--- src/rtl/adder_tree_acc_seq.sv ---
// Pipelined signed adder tree over NUM_INPUTS lanes with an optional
// accumulate-over-beats output stage, flushed on a last-beat marker.
module adder_tree_acc_seq #(
    parameter int DATA_WIDTH = 16,
    parameter int NUM_INPUTS = 4,
    parameter int ACC_WIDTH  = 32
) (
    input  logic                             clk,
    input  logic                             rst_n,
    input  logic [NUM_INPUTS-1:0]            i_valid,
    input  logic [NUM_INPUTS*DATA_WIDTH-1:0] i_data,
    input  logic                             i_en,
    input  logic                             i_acc_mode,
    input  logic                             i_last,
    output logic                             o_valid,
    output logic [ACC_WIDTH-1:0]             o_data
);

    localparam int LEVELS = $clog2(NUM_INPUTS);
    localparam int SUM_W  = DATA_WIDTH + LEVELS;

    // Bit offset of tree level s inside the packed vector holding all levels.
    function automatic int levelOffset(input int s);
        int off;
        off = 0;
        for (int t = 1; t < s; t++) begin
            off += (NUM_INPUTS >> t) * (DATA_WIDTH + t);
        end
        return off;
    endfunction

    localparam int TREE_W   = levelOffset(LEVELS + 1);
    localparam int ROOT_OFF = levelOffset(LEVELS);

    typedef enum logic {
        IDLE,
        RUN
    } state_e;

    logic                             accept;
    logic [NUM_INPUTS*DATA_WIDTH-1:0] laneData_d, laneData_q;
    logic [TREE_W-1:0]                treeSum_d, treeSum_q;
    logic [LEVELS:0]                  vldPipe_q, modePipe_q, lastPipe_q;

    logic signed [SUM_W-1:0]          rootSum;
    logic [ACC_WIDTH-1:0]             sumExt;
    logic [ACC_WIDTH-1:0]             accPlusSum;

    state_e                           state_d, state_q;
    logic [ACC_WIDTH-1:0]             acc_d, acc_q;
    logic                             oValid_d, oValid_q;
    logic [ACC_WIDTH-1:0]             oData_d, oData_q;

    assign accept     = i_en && (&i_valid);
    assign laneData_d = accept ? i_data : '0;

    for (genvar s = 1; s <= LEVELS; s++) begin : g_level
        localparam int W    = DATA_WIDTH + s;
        localparam int N    = NUM_INPUTS >> s;
        localparam int OFF  = levelOffset(s);
        localparam int POFF = levelOffset(s - 1);
        for (genvar j = 0; j < N; j++) begin : g_node
            logic [W-2:0] opA;
            logic [W-2:0] opB;
            if (s == 1) begin : g_leaf
                assign opA = laneData_q[(2*j)*DATA_WIDTH +: DATA_WIDTH];
                assign opB = laneData_q[(2*j+1)*DATA_WIDTH +: DATA_WIDTH];
            end else begin : g_inner
                assign opA = treeSum_q[POFF + (2*j)*(W-1) +: W-1];
                assign opB = treeSum_q[POFF + (2*j+1)*(W-1) +: W-1];
            end
            // One bit of sign extension per level keeps every partial sum exact.
            assign treeSum_d[OFF + j*W +: W] = {opA[W-2], opA} + {opB[W-2], opB};
        end
    end

    always_ff @(posedge clk or negedge rst_n) begin
        if (!rst_n) begin
            laneData_q <= '0;
            treeSum_q  <= '0;
            vldPipe_q  <= '0;
            modePipe_q <= '0;
            lastPipe_q <= '0;
        end else if (i_en) begin
            laneData_q <= laneData_d;
            treeSum_q  <= treeSum_d;
            vldPipe_q  <= {vldPipe_q[LEVELS-1:0], accept};
            modePipe_q <= {modePipe_q[LEVELS-1:0], i_acc_mode};
            lastPipe_q <= {lastPipe_q[LEVELS-1:0], i_last};
        end
    end

    assign rootSum    = treeSum_q[ROOT_OFF +: SUM_W];
    assign sumExt     = ACC_WIDTH'(rootSum);
    assign accPlusSum = acc_q + sumExt;

    always_comb begin
        state_d  = state_q;
        acc_d    = acc_q;
        oValid_d = 1'b0;
        oData_d  = '0;
        if (i_en && vldPipe_q[LEVELS]) begin
            if (!modePipe_q[LEVELS]) begin
                oValid_d = 1'b1;
                oData_d  = sumExt;
            end else if (state_q == IDLE) begin
                if (lastPipe_q[LEVELS]) begin
                    oValid_d = 1'b1;
                    oData_d  = sumExt;
                end else begin
                    acc_d   = sumExt;
                    state_d = RUN;
                end
            end else begin
                if (lastPipe_q[LEVELS]) begin
                    oValid_d = 1'b1;
                    oData_d  = accPlusSum;
                    acc_d    = '0;
                    state_d  = IDLE;
                end else begin
                    acc_d = accPlusSum;
                end
            end
        end
    end

    always_ff @(posedge clk or negedge rst_n) begin
        if (!rst_n) begin
            state_q  <= IDLE;
            acc_q    <= '0;
            oValid_q <= 1'b0;
            oData_q  <= '0;
        end else begin
            state_q  <= state_d;
            acc_q    <= acc_d;
            oValid_q <= oValid_d;
            oData_q  <= oData_d;
        end
    end

    assign o_valid = oValid_q;
    assign o_data  = oData_q;

endmodule
--- config.mk ---
export PLATFORM = sky130hd
export DESIGN_NAME = adder_tree_acc_seq
export DESIGN_NICKNAME = d
export VERILOG_FILES = /design/src/rtl/adder_tree_acc_seq.sv
export SDC_FILE = /design/constraint.sdc
export NUM_CORES = 1
export LEC_CHECK = 0
export BUFFER_PORTS_ARGS = -buffer_cell sky130_fd_sc_hd__buf_2
export CAP_MARGIN = 0
export CORE_MARGIN = 2
export CORE_UTILIZATION = 60
export DETAILED_ROUTE_END_ITERATION = 12
export GPL_TIMING_DRIVEN = 0
export PLACE_DENSITY = 0.81
export SYNTH_ARGS = -nofsm -noshare
export SYNTH_HDL_FRONTEND = slang
export SYNTH_SLANG_ARGS = --single-unit
--- constraint.sdc ---
create_clock -name clk -period 3.9 [get_ports clk]
set_input_delay 0.78 -clock clk [delete_from_list [all_inputs] [get_ports clk]]
set_output_delay 0.78 -clock clk [all_outputs]
set_load 0.02 [all_outputs]
**Word level (Yosys, flattened, before mapping)**

Cells that the tools add are included.

- Input port bits: 73
- Bits in latches: 0
- Word-level logic and storage cells: 32
- Memories kept: 0
- Flip-flop bits (word level): 191
- Output and inout bits: 33
- Memory bits (writable): 0
- Bits in read-only memories: 0

- Eq/ne operators: 1
- Div/mod/pow operators: 0
- Reductions and logical operators: 5
- $lt $le $gt $ge: 0
- Bitwise logic cells: 0
- Multiply operators: 0
- Add/subtract/negate cells: 4
- Shift operators: 0
- Mux-type cells: 13

Operator list:

| operator | number |
|---|---|
| $mux W32 | 8 |
| $mux W64 | 1 |
| $add A16 B16 Y17 | 2 |
| $add A32 B32 Y32 | 1 |
| $add A17 B17 Y18 | 1 |
| $mux W1 | 4 |
| $reduce_and A4 Y1 | 1 |
| $reduce_and A3 Y1 | 1 |
| $logic_and A1 B1 Y1 | 2 |
| $ne A2 B1 Y1 const B | 1 |
| $reduce_and A2 Y1 | 1 |

**Logic depth before layout (Yosys ltp)**

Gate-level depths: netlist of the first run.

- Depth in word-level cells: 5
- Depth in mapped cells: 11

**Least setup slack after synthesis of the first run**

No wires, ideal clock.

- Path kind: register -> register
- From: reg treeSum_q[34]
- To: reg acc_q[30]
- Cell stages (with the launch flop): 12
- Clock period less this slack: 2.703 ns
- Data required time: 3.758 ns
- Arrival: 2.561 ns
- Slack: 1.197 ns
- Cells stage by stage: dfrtp_1 > ha_1 > inv_1 > fa_1 > nand2b_1 > a211o_1 > and4b_4 > o21ai_4 > a41oi_4 > o41ai_2 > xnor2_1 > o221ai_1

- Longest elaborated chain between the ends: 3

RTL lines:

| what | RTL line | text |
|---|---|---|
| from (decl) | 42 | `logic [TREE_W-1:0] treeSum_d, treeSum_q;` |
| from (signal assigned) | 86 | `treeSum_q <= treeSum_d;` |
| $add A32 B32 Y32 | 95 | `assign accPlusSum = acc_q + sumExt;` |
| $mux W32 | 115 | `if (lastPipe_q[LEVELS]) begin` |
| $mux W32 | 106 | `end else if (state_q == IDLE) begin` |
| to (signal assigned) | 130 | `acc_q <= '0;` |
| to (signal assigned) | 135 | `acc_q <= acc_d;` |
| to (decl) | 50 | `logic [ACC_WIDTH-1:0] acc_d, acc_q;` |

No other way between the ends.
A chain may end at the register's enable or synchronous reset.

**Worst setup path in the final report of the first run**

- From: reg treeSum_q[51]
- To: reg acc_q[31]

- Longest elaborated chain between the ends: 3
- Elaborated cells on any way between the ends: 4
- Classes of those cells: add/sub (1); mux (3)

RTL lines:

| what | RTL line |
|---|---|
| $add A32 B32 Y32 | 95 |
| $mux W32 | 115 |
| $mux W32 (*) | 106 |

Mark *: on every way between the ends. The rest lies on a longest branch, timed or not. The select of a mux whose other input is x is not followed.

==> results of run 1 <==
==> worst max-delay path: cells and delay by family (launching register included) <==
kind	cells	cell delay (ns)
adders and majority gates	1	0.35
and+or+nand+nor	2	0.27
AOI/OAI and AO/OA	6	1.56
buffers and inverters	1	0.19
DFF	1	0.77
==> final timing paths <==
| path | start | end | slack [ns] |
|---|---|---|---|
| worst max-delay path | treeSum_q[51] | acc_q[31] | 0.65 |
| worst min register to register | vldPipe_q[0] | vldPipe_q[0] | 0.48 |
| max in group asynchronous | rst_n | laneData_q[8] | 2.63 |
| min in group clk | vldPipe_q[0] | vldPipe_q[0] | 0.48 |
| worst min-delay path | rst_n | o_data[3] | 0.32 |
| worst max register to register | treeSum_q[51] | acc_q[31] | 0.65 |
==> layout make-up <==
cell class / count / area [um2] / area share [%]
clock inverter: 11 / 161 / 1.32
inverter: 37 / 139 / 1.13
buffer: 47 / 178 / 1.45
multi-input combinational: 777 / 5690 / 46.4
sequential: 191 / 4780 / 39.0
tap: 229 / 287 / 2.34
timing repair buffer: 105 / 558 / 4.55
clock buffer: 21 / 470 / 3.84
==> stage by stage <==
stage	util [%]	cells	setup TNS [ns]	area [um2]	total power, mW
floorplan	-	1052	0	10800	3.28
global placement	65.2	1385	-175.64	11600	3.63
detailed placement	65.4	1386	0	11600	3.67
CTS	68.9	1418	0	12300	5.53
global route	68.9	1418	0	12300	5.80
finish	68.9	1418	0	12300	5.54
==> state kept, by name (all words and copies together), names as in the netlist <==
name	count
treeSum_q	52
laneData_q	64
modePipe_q	3
acc_q	32
o_valid	1
vldPipe_q	3
lastPipe_q	3
state_q	1
o_data	32
==> cell families after synthesis <==
kind of cell / Yosys count / synth area share, %
adders and majority gates: 84 / 10.0
DFF: 191 / 44.3
and+or+nand+nor: 219 / 9.30
muxes: 51 / 5.21
AOI/OAI and AO/OA: 354 / 22.6
buffers and inverters: 84 / 2.94
xor gates and xnor gates: 69 / 5.61
==> metal layers <==
layer  vias to the layer above  GRT usage (%)  share of wire, %
met1                      4147           34.7                43
met2                       275           44.7                48
li1                       4098              -                 -
met4                         0           10.8               3.4
met5                         -              0                 0
met3                        55           5.37               5.0
==> synth_stat cells, types with 10 or more instances <==
cell type	number
mux2i_1	10
xor2_1	18
clkbuf_1	44
a21oi_1	104
o21ai_0	60
xnor2_1	51
nand3_1	17
mux2_2	41
a21o_1	29
inv_1	37
dfrtp_1	191
o21bai_1	10
nand2_1	90
ha_1	80
a22o_1	64
nor2_1	50
nand2b_1	14
==> power groups by stage <==
| stage | Combinational (mW) | Clock, mW | Sequential, mW |
|---|---|---|---|
| 5_1_grt | 1.57 | 1.97 | 2.26 |
| 3_5_place_dp | 1.39 | 0 | 2.28 |
| 3_3_place_gp | 1.36 | 0 | 2.27 |
| 6_report | 1.43 | 1.86 | 2.25 |
| 2_1_floorplan | 1.04 | 0 | 2.24 |
| 4_1_cts | 1.41 | 1.88 | 2.24 |
==> flow_summary_export.csv, run 1 <==
group,metric,value,unit
run_status,status,"finished, final reports clean",
sta,slew_viol_final,0,
placed_design,gp_congestion,0.935,
grt,grt_pass1_wl,41.5,mm
routing,vias,8575,
placed_design,port_buffers,104,
placed_design,pre_cts_slack,0.800,ns
cts,max-clock-path-buffers,2,
yosys,yosysUniqueCellTypes,64,
setup_path,cpMaxStageDelayCell,"dfrtp_1",
setup_path,crit_type,"reg -> reg",
floorplan,initial_core_util,60.6,%
grt,grt_pass1_vias,8428,
yosys,synth_area_leaders,"dfrtp_1, ha_1, a22o_1",
yosys,synth_edf_count,0,
yosys,syn_inst,1052,
floorplan,die_x,138,um
run,drv_cap,0,
yosys,synth_seq_cells,191,
yosys,ys_warn_count,0,
grt,grt_overflow,0,
floorplan,rows,49,
routing,drt_iter0_markers,609,
routing,vias_per_cell,6.05,
layout,syn2layout_area_growth,13.7,%
hold_path,hp-class,"in -> async",
sta,slew_headroom,46.3,%
sta,rsz0062_at_grt,"no",
layout,drive_gt1_share,16.1,%
routing,drc,0,
pwr,internal_power,3.80,mW
floorplan,die_h,138,um
cts,cts.clk_slew.worst_paths,0.07,ns
setup_path,cp.required,4.23,ns
layout,n_fill_cell,1369,
grt,grt_util_all_layers,26.8,%
sta,post-route-period-util,83.4,%
setup_path,worst_setup_path_end_kind,"flop",
setup_path,reg2reg_depth,10,
cts,post_cts_buffers,0,
pwr,clkPwrFrac,33.6,%
sta,tightestPinTransition,0.805,ns
setup_path,arrival,3.58,ns
yosys,yosys.area.top_type_share,44.3,%
sta,whs,0.320,ns
yosys,synth-main-ff-cell,"dfrtp_1",
setup_path,crit_chain,"ha_1, clkbuf_1, a21oi_1, o21a_1, o211a_1, nand2b_1, a311oi_1, o31ai_2, and2_1, o311ai_1",
yosys,netlist_area,10800,um2
pwr,p_sw_share,31.4,%
setup_path,critPathLaunchType,"flop",
yosys,avgSynthCellArea,10.2,um2
cts,cts-resized-gates,0,
sta,min_period,3.25,ns
layout,nNetsFinal,1333,
pwr,p_leak,6.17,nW
cts,cts_hold_buf,0,
yosys,synth_top_area_cell,"dfrtp_1",
cts,numCtsBuffers,17,
layout,final_cell_mix,"dfrtp_1, buf_2, a21oi_1, nand2_1, ha_1",
routing,ant_nets,0,
cts,cts.htree.levels,4,
sta,setup_viol,0,
pwr,p_seq_share,40.6,%
routing,wl_per_cell,17.6,um
cts,clk_root_buffer_cell,"clkbuf_16",
cts,cts_tree,"done",
grt,grt_max_degree,113,
yosys,async_reset_ff_share,100,%
pwr,combPwrFrac,25.8,%
sta,skew,0.00760,ns
sta,fmax,307,MHz
yosys,ys_seq_area_share,44.3,%
floorplan,dieArea,19100,um2
layout,layout_commonest_cell,"dfrtp_1",
floorplan,io_pins,106,
pwr,power_density,452,nW/um2
pwr,ir_drop,358,uV
floorplan,core,17800,um2
setup_path,slowest_delay,0.77,ns
placed_design,place_hpwl,18.3,mm
routing,dr.pass1.iters,5,
setup_path,crit_fanout,16,
yosys,syn_nets,1209,
grt,antenna_found_initial,0,
pwr,power_switching,1.74,mW
routing,totalWireLength,25.0,mm
sta,hold_viol_final,0,
sta,timing.final.ws_setup,0.648,ns
cts,cts_sinks,191,
layout,diodes,0,
cts,clk_latency,0.44,ns
(Power assumes the default switching activity.)
==> inputs of run 2 (changes only) <==
--- a/config.mk
+++ b/config.mk
@@ -8,10 +8,10 @@
 export BUFFER_PORTS_ARGS = -buffer_cell sky130_fd_sc_hd__buf_2
 export CAP_MARGIN = 0
 export CORE_MARGIN = 2
-export CORE_UTILIZATION = 60
+export CORE_UTILIZATION = 54
 export DETAILED_ROUTE_END_ITERATION = 12
 export GPL_TIMING_DRIVEN = 0
-export PLACE_DENSITY = 0.81
+export PLACE_DENSITY = 0.77
 export SYNTH_ARGS = -nofsm -noshare
 export SYNTH_HDL_FRONTEND = slang
 export SYNTH_SLANG_ARGS = --single-unit
==> constraint.sdc (replaced) <==
create_clock -name clk -period 2.93 [get_ports clk]
set_input_delay 0.586 -clock clk [delete_from_list [all_inputs] [get_ports clk]]
set_output_delay 0.586 -clock clk [all_outputs]
set_load 0.02 [all_outputs]
==> run 2 against run 1 <==
Net effect:
- the run now ends with negative setup slack left
- clock power increased by 33%
- non-clock buffer count increased by 6
- hold slack got worse by 0.19 ns
- sequential share of layout area decreased by 0.48 points
- die area increased by 11%
- design area increased by 1.3%
- final cell count increased by 2.9%
- flip-flop and latch count unchanged
- clock skew increased by 0.0049 ns
- first-iteration DRC count decreased by 15%
- largest power group unchanged
==> flow_summary_export.csv, run 2 (same netlist as run 1, synthesis figures left out) <==
group,metric,value,unit
routing,wl_per_cell,17.5,um
layout,nNetsFinal,1339,
setup_path,cp.required,3.22,ns
run,drv_cap,0,
pwr,p_leak,6.22,nW
floorplan,core,19500,um2
grt,grt_util_all_layers,24.5,%
hold_path,hp-class,"in -> async",
cts,max-clock-path-buffers,2,
layout,largest_register_ff_count,64,
cts,numCtsBuffers,17,
grt,grt_overflow,0,
cts,cts_hold_buf,0,
setup_path,reg2reg_to,"acc_q[30]",
cts,cts_tree,"done",
sta,slew_headroom,45.3,%
placed_design,place_hpwl,18.4,mm
sta,timing.final.ws_setup,-0.00631,ns
sta,rsz0062_at_grt,"yes",
setup_path,arrival,3.22,ns
sta,setup_viol,1,
grt,grt_max_degree,114,
setup_path,reg2reg_depth,11,
placed_design,dpl.cell_count,1422,
floorplan,rows,51,
run_status,status,"finished with violations",
placed_design,port_buffers,104,
sta,min_period,2.94,ns
setup_path,crit_chain,"ha_4, inv_2, fa_2, nand2b_4, a211o_1, and4b_4, o21ai_4, a41oi_4, o41ai_2, xnor2_1, o221ai_1",
pwr,power_density,598,nW/um2
floorplan,io_pins,106,
setup_path,worst_setup_path_end_kind,"flop",
sta,hold_viol_final,0,
floorplan,die_x,145,um
sta,skew,0.0125,ns
setup_path,slowest_delay,0.42,ns
sta,slew_viol_final,0,
layout,drive_gt1_share,17.3,%
routing,vias,8472,
grt,antenna_found_initial,0,
layout,final_cells,1459,
layout,largest_register,"laneData_q",
floorplan,initial_core_util,55.2,%
routing,totalWireLength,25.6,mm
placed_design,gp_congestion,0.949,
setup_path,path_buf_inv,1,
run_status,violations,"negative setup slack",
placed_design,pre_cts_slack,-0.262,ns
layout,final_cell_mix,"dfrtp_1, buf_2, a21oi_1, nand2_1, ha_1",
cts,clk_latency,0.43,ns
layout,top_regs,"laneData_q x64, treeSum_q x52",
setup_path,rr_startpoint,"acc_q[0]",
routing,ant_nets,0,
routing,dr.pass1.iters,5,
routing,vias_per_cell,5.81,
layout,layout_commonest_cell,"dfrtp_1",
routing,drt_iter0_markers,515,
layout,syn2layout_area_growth,15.2,%
layout,n_fill_cell,1612,
floorplan,die_h,145,um
routing,drc,0,
setup_path,crit_family,"compound AO/OA/AOI/OAI gates",
floorplan,dieArea,21100,um2
pwr,ir_drop,410,uV
cts,cts.clk_slew.worst_paths,0.07,ns
cts,clk_root_buffer_cell,"clkbuf_16",
grt,grt_pass1_vias,8239,
layout,diodes,0,
setup_path,cpMaxStageDelayCell,"o41ai_2",
setup_path,critPathLaunchType,"flop",
cts,cts.htree.levels,4,
setup_path,crit_type,"reg -> reg",
cts,cts_sinks,191,
sta,fmax,341,MHz
grt,grt_pass1_wl,41.6,mm
setup_path,ff2ff_setup_slack,-0.006,ns
setup_path,crit_fanout,3,
sta,post-route-period-util,100,%
sta,tightestPinTransition,0.820,ns
-- run 2: where the power goes --
group          total (mW)  switching [mW]  leakage [nW]  internal, mW
combinational        1.96            1.18          3.35         0.779
clock                2.47           0.996         0.305          1.48
sequential           2.99           0.169          2.56          2.83
-- run 2: what timing repair did --
item                                    4_1_cts  5_1_grt
pin swaps                                     3        9
resized for setup                             4       15
hold endpoints to repair                      0        0
endpoints found under the setup margin       15       15
buffers inserted                              2        5
-- run 2: metal layers --
| layer | track usage, % | up-vias | part of all wire (%) |
|---|---|---|---|
| li1 | - | 4101 | - |
| met1 | 32.2 | 4061 | 44 |
| met2 | 41.7 | 270 | 48 |
| met3 | 4.84 | 40 | 5.4 |
| met4 | 6.27 | 0 | 2.0 |
| met5 | 0 | - | 0 |
-- run 2: how the worst max path moves through the flow --
stage	depth (start not counted)	end	from	slack, ns
6_report	11	acc_q[30]	acc_q[0]	-0.006
2_1_floorplan	11	acc_q[30]	treeSum_q[34]	0.23
3_5_place_dp	10	o_data[31]	treeSum_q[51]	-0.26
4_1_cts	11	treeSum_q[48]	treeSum_q[17]	0.0005
3_3_place_gp	1	laneData_q[38]	rst_n	-1.78
5_1_grt	11	acc_q[30]	acc_q[0]	-0.09
-- run 2: area by class of cell --
cell class,count,area (um2),area share (%)
multi-input cells,777,5760,46.4
flip-flops and latches,191,4780,38.5
repair buffers,112,611,4.92
clock buffers,22,464,3.74
well taps,265,332,2.67
plain buffers,46,174,1.40
clock inverters,9,156,1.26
inverters,37,139,1.12
-- run 2: per-stage QoR --
stage / instance area (um2) / utilization, % / total power [mW] / hold slack [ns] / setup TNS [ns]
after floorplan: 10800 / - / 4.37 / 0.290 / 0
after global placement: 11600 / 59.6 / 4.83 / 0.459 / -337.34
after detailed placement: 11700 / 59.8 / 4.88 / 0.469 / -1.85
after CTS: 12300 / 63.1 / 7.36 / 0.153 / 0
after global routing: 12400 / 63.6 / 7.79 / 0.188 / -0.258
final: 12400 / 63.6 / 7.43 / 0.133 / -0.00631
==> inputs of run 3 (changes only) <==
--- a/config.mk
+++ b/config.mk
@@ -5,13 +5,15 @@
 export SDC_FILE = /design/constraint.sdc
 export NUM_CORES = 1
 export LEC_CHECK = 0
+export ABC_AREA = 1
 export BUFFER_PORTS_ARGS = -buffer_cell sky130_fd_sc_hd__buf_2
 export CAP_MARGIN = 0
 export CORE_MARGIN = 2
-export CORE_UTILIZATION = 54
+export CORE_UTILIZATION = 55
 export DETAILED_ROUTE_END_ITERATION = 12
 export GPL_TIMING_DRIVEN = 0
 export PLACE_DENSITY = 0.77
+export SLEW_MARGIN = 40
 export SYNTH_ARGS = -nofsm -noshare
 export SYNTH_HDL_FRONTEND = slang
 export SYNTH_SLANG_ARGS = --single-unit
==> run 3 against run 2 <==
Net effect:
- the run now ends clean
- clock skew grew 0.0014 ns
- count of clock-buffer cells in the layout shrank 4
- first-iteration DRC count grew 44%
- via count grew 35%
- setup slack gained 0.39 ns
- synthesized area grew 14%
- sequential share of layout area shrank 4.0 points
- largest cell class unchanged
- non-clock buffer count shrank 4
- final cell count grew 47%
- routed wire length grew 26%
==> flow_summary_export.csv, run 3 <==
group,metric,value,unit
setup_path,cpMaxStageDelayCell,"dfrtp_1",
yosys,netlist_area,12300,um2
placed_design,port_buffers,104,
sta,skew,0.0139,ns
cts,cts_hold_buf,0,
yosys,synth_commonest_cells,"nand2_1, inv_1, dfrtp_1",
placed_design,place_hpwl,25.0,mm
cts,cts.clk_slew.worst_paths,0.08,ns
layout,final_cells,2138,
cts,cts.htree.levels,4,
setup_path,crit_chain,"ha_1, nand2_1, inv_1, a21oi_1, nand2_1, a21oi_1, nand2_1, nand2_1, nand3_1, nand2_1, a21oi_1",
routing,ant_nets,0,
pwr,ir_drop,379,uV
hold_path,hp-class,"in -> async",
sta,min_period,2.55,ns
sta,tightestPinTransition,0.778,ns
yosys,synth-main-ff-cell,"dfrtp_1",
yosys,synth_area_leaders,"dfrtp_1, nand2_1, ha_1",
layout,layout_commonest_cell,"nand2_1",
pwr,power_density,625,nW/um2
floorplan,io_pins,106,
cts,cts-resized-gates,0,
setup_path,worst_setup_path_end_kind,"flop",
setup_path,arrival,2.85,ns
setup_path,crit_fanout,17,
layout,fin_area,13900,um2
cts,clk_latency,0.45,ns
cts,max-clock-path-buffers,2,
yosys,synth_top_area_cell,"dfrtp_1",
yosys,syn_nets,1877,
routing,drc,0,
grt,grt_util_all_layers,27.9,%
floorplan,die_h,154,um
pwr,p_leak,7.74,nW
routing,drt_iter0_markers,743,
yosys,yosysUniqueCellTypes,41,
floorplan,die_x,154,um
sta,whs,0.0894,ns
placed_design,dpl_cell_area,13300,um2
yosys,async_reset_ff_share,100,%
setup_path,cp.required,3.23,ns
sta,slew_headroom,48.1,%
floorplan,initial_core_util,56.3,%
sta,slew_viol_final,0,
setup_path,cpMostUsedCell,"nand2_1",
layout,n_fill_cell,2071,
grt,grt_overflow,0,
layout,finish.utilization,63.3,%
floorplan,dieArea,23600,um2
sta,rsz0062_at_grt,"no",
routing,vias,11400,
setup_path,slowest_delay,0.84,ns
layout,final_cell_mix,"nand2_1, inv_1, dfrtp_1, o21ai_0, a21oi_1",
yosys,ys_seq_area_share,38.8,%
yosys,ys_warn_count,0,
layout,top_regs,"laneData_q x64, treeSum_q x52",
cts,numCtsBuffers,17,
sta,setup_viol,0,
layout,largest_register_ff_count,64,
yosys,avgSynthCellArea,7.17,um2
floorplan,core,21900,um2
routing,wl_per_cell,15.1,um
grt,grt_pass1_wl,53.1,mm
layout,syn2layout_area_growth,12.3,%
yosys,synth_edf_count,0,
cts,clk_root_buffer_cell,"clkbuf_16",
grt,antenna_found_initial,0,
routing,totalWireLength,32.3,mm
yosys,yosysMostFrequentCell,"nand2_1",
cts,cts_tree,"done",
sta,post-route-period-util,87.0,%
yosys,syn_inst,1720,
yosys,synth_seq_cells,191,
setup_path,critPathLaunchType,"flop",
cts,cts_sinks,191,
sta,fmax,392,MHz
sta,hold_viol_final,0,
routing,vias_per_cell,5.34,
layout,largest_register,"laneData_q",
run,drv_cap,0,
grt,grt_pass1_vias,11000,
floorplan,rows,54,
layout,diodes,0,
routing,dr.pass1.iters,5,
placed_design,gp_congestion,0.956,
placed_design,dpl.cell_count,2106,
grt,grt_max_degree,72,
yosys,yosys.area.top_type_share,38.8,%
cts,post_cts_buffers,0,
run_status,status,"finished, final reports clean",
pwr,finalPower,8.66,mW
layout,nNetsFinal,2002,
setup_path,crit_type,"reg -> reg",
layout,drive_gt1_share,11.1,%
## run 3: worst paths after layout
path	from	end	slack [ns]	cells after the start
hold reg to reg	treeSum_q[17]	treeSum_q[17]	0.48	2
hold / removal	rst_n	laneData_q[16]	0.09	1
setup reg to reg	treeSum_q[51]	o_data[28]	0.38	11
max in group asynchronous	rst_n	treeSum_q[50]	2.10	2
min in group clk	i_last	lastPipe_q[0]	0.35	3
setup / recovery	treeSum_q[51]	o_data[28]	0.38	11
## run 3: layer usage
metal | global-route usage [%] | share of wire, %
met4 | 12.9 | 4.1
met5 | 0 | 0
met3 | 3.72 | 5.2
met2 | 47.8 | 48
met1 | 35.1 | 42
## run 3: power by group
| group | total, mW | switching (mW) | internal (mW) |
|---|---|---|---|
| clock network | 2.36 | 1.08 | 1.27 |
| logic | 3.14 | 2.09 | 1.05 |
| registers | 3.16 | 0.235 | 2.93 |
## run 3: kinds of logic after synthesis
family          synth area share, %
simple gates                   27.6
compound gates                 14.1
buf+inv                        9.24
flops                          38.8
fa+ha+maj                      8.77
xor+xnor                       1.56
## run 3: stage by stage
step | setup TNS (ns) | setup WS [ns]
final | 0 | 0.381
after global routing | 0 | 0.204
after global placement | -333.26 | -1.77
after floorplan | 0 | 1.01
after CTS | 0 | 0.450
after detailed placement | 0 | 0.451
## run 3: cell type report
type | count | area, um2 | share of cell area, %
buffer | 48 | 194 | 1.40
clock buffer | 18 | 429 | 3.10
clock inverter | 14 | 155 | 1.12
inverter | 252 | 946 | 6.83
multi-input combinational | 1229 | 6410 | 46.3
sequential | 191 | 4780 | 34.5
tap | 280 | 350 | 2.53
timing repair buffer | 106 | 586 | 4.23
## run 3: worst max-delay path: cells and delay by family (launching register included)
| family | cells | cell delay (ns) |
|---|---|---|
| AO/OA/AOI/OAI | 3 | 0.39 |
| adder cells (fa/ha/maj) | 1 | 0.42 |
| buffers and inverters | 1 | 0.07 |
| flip-flops | 1 | 0.84 |
| AND/OR/NAND/NOR | 6 | 0.69 |
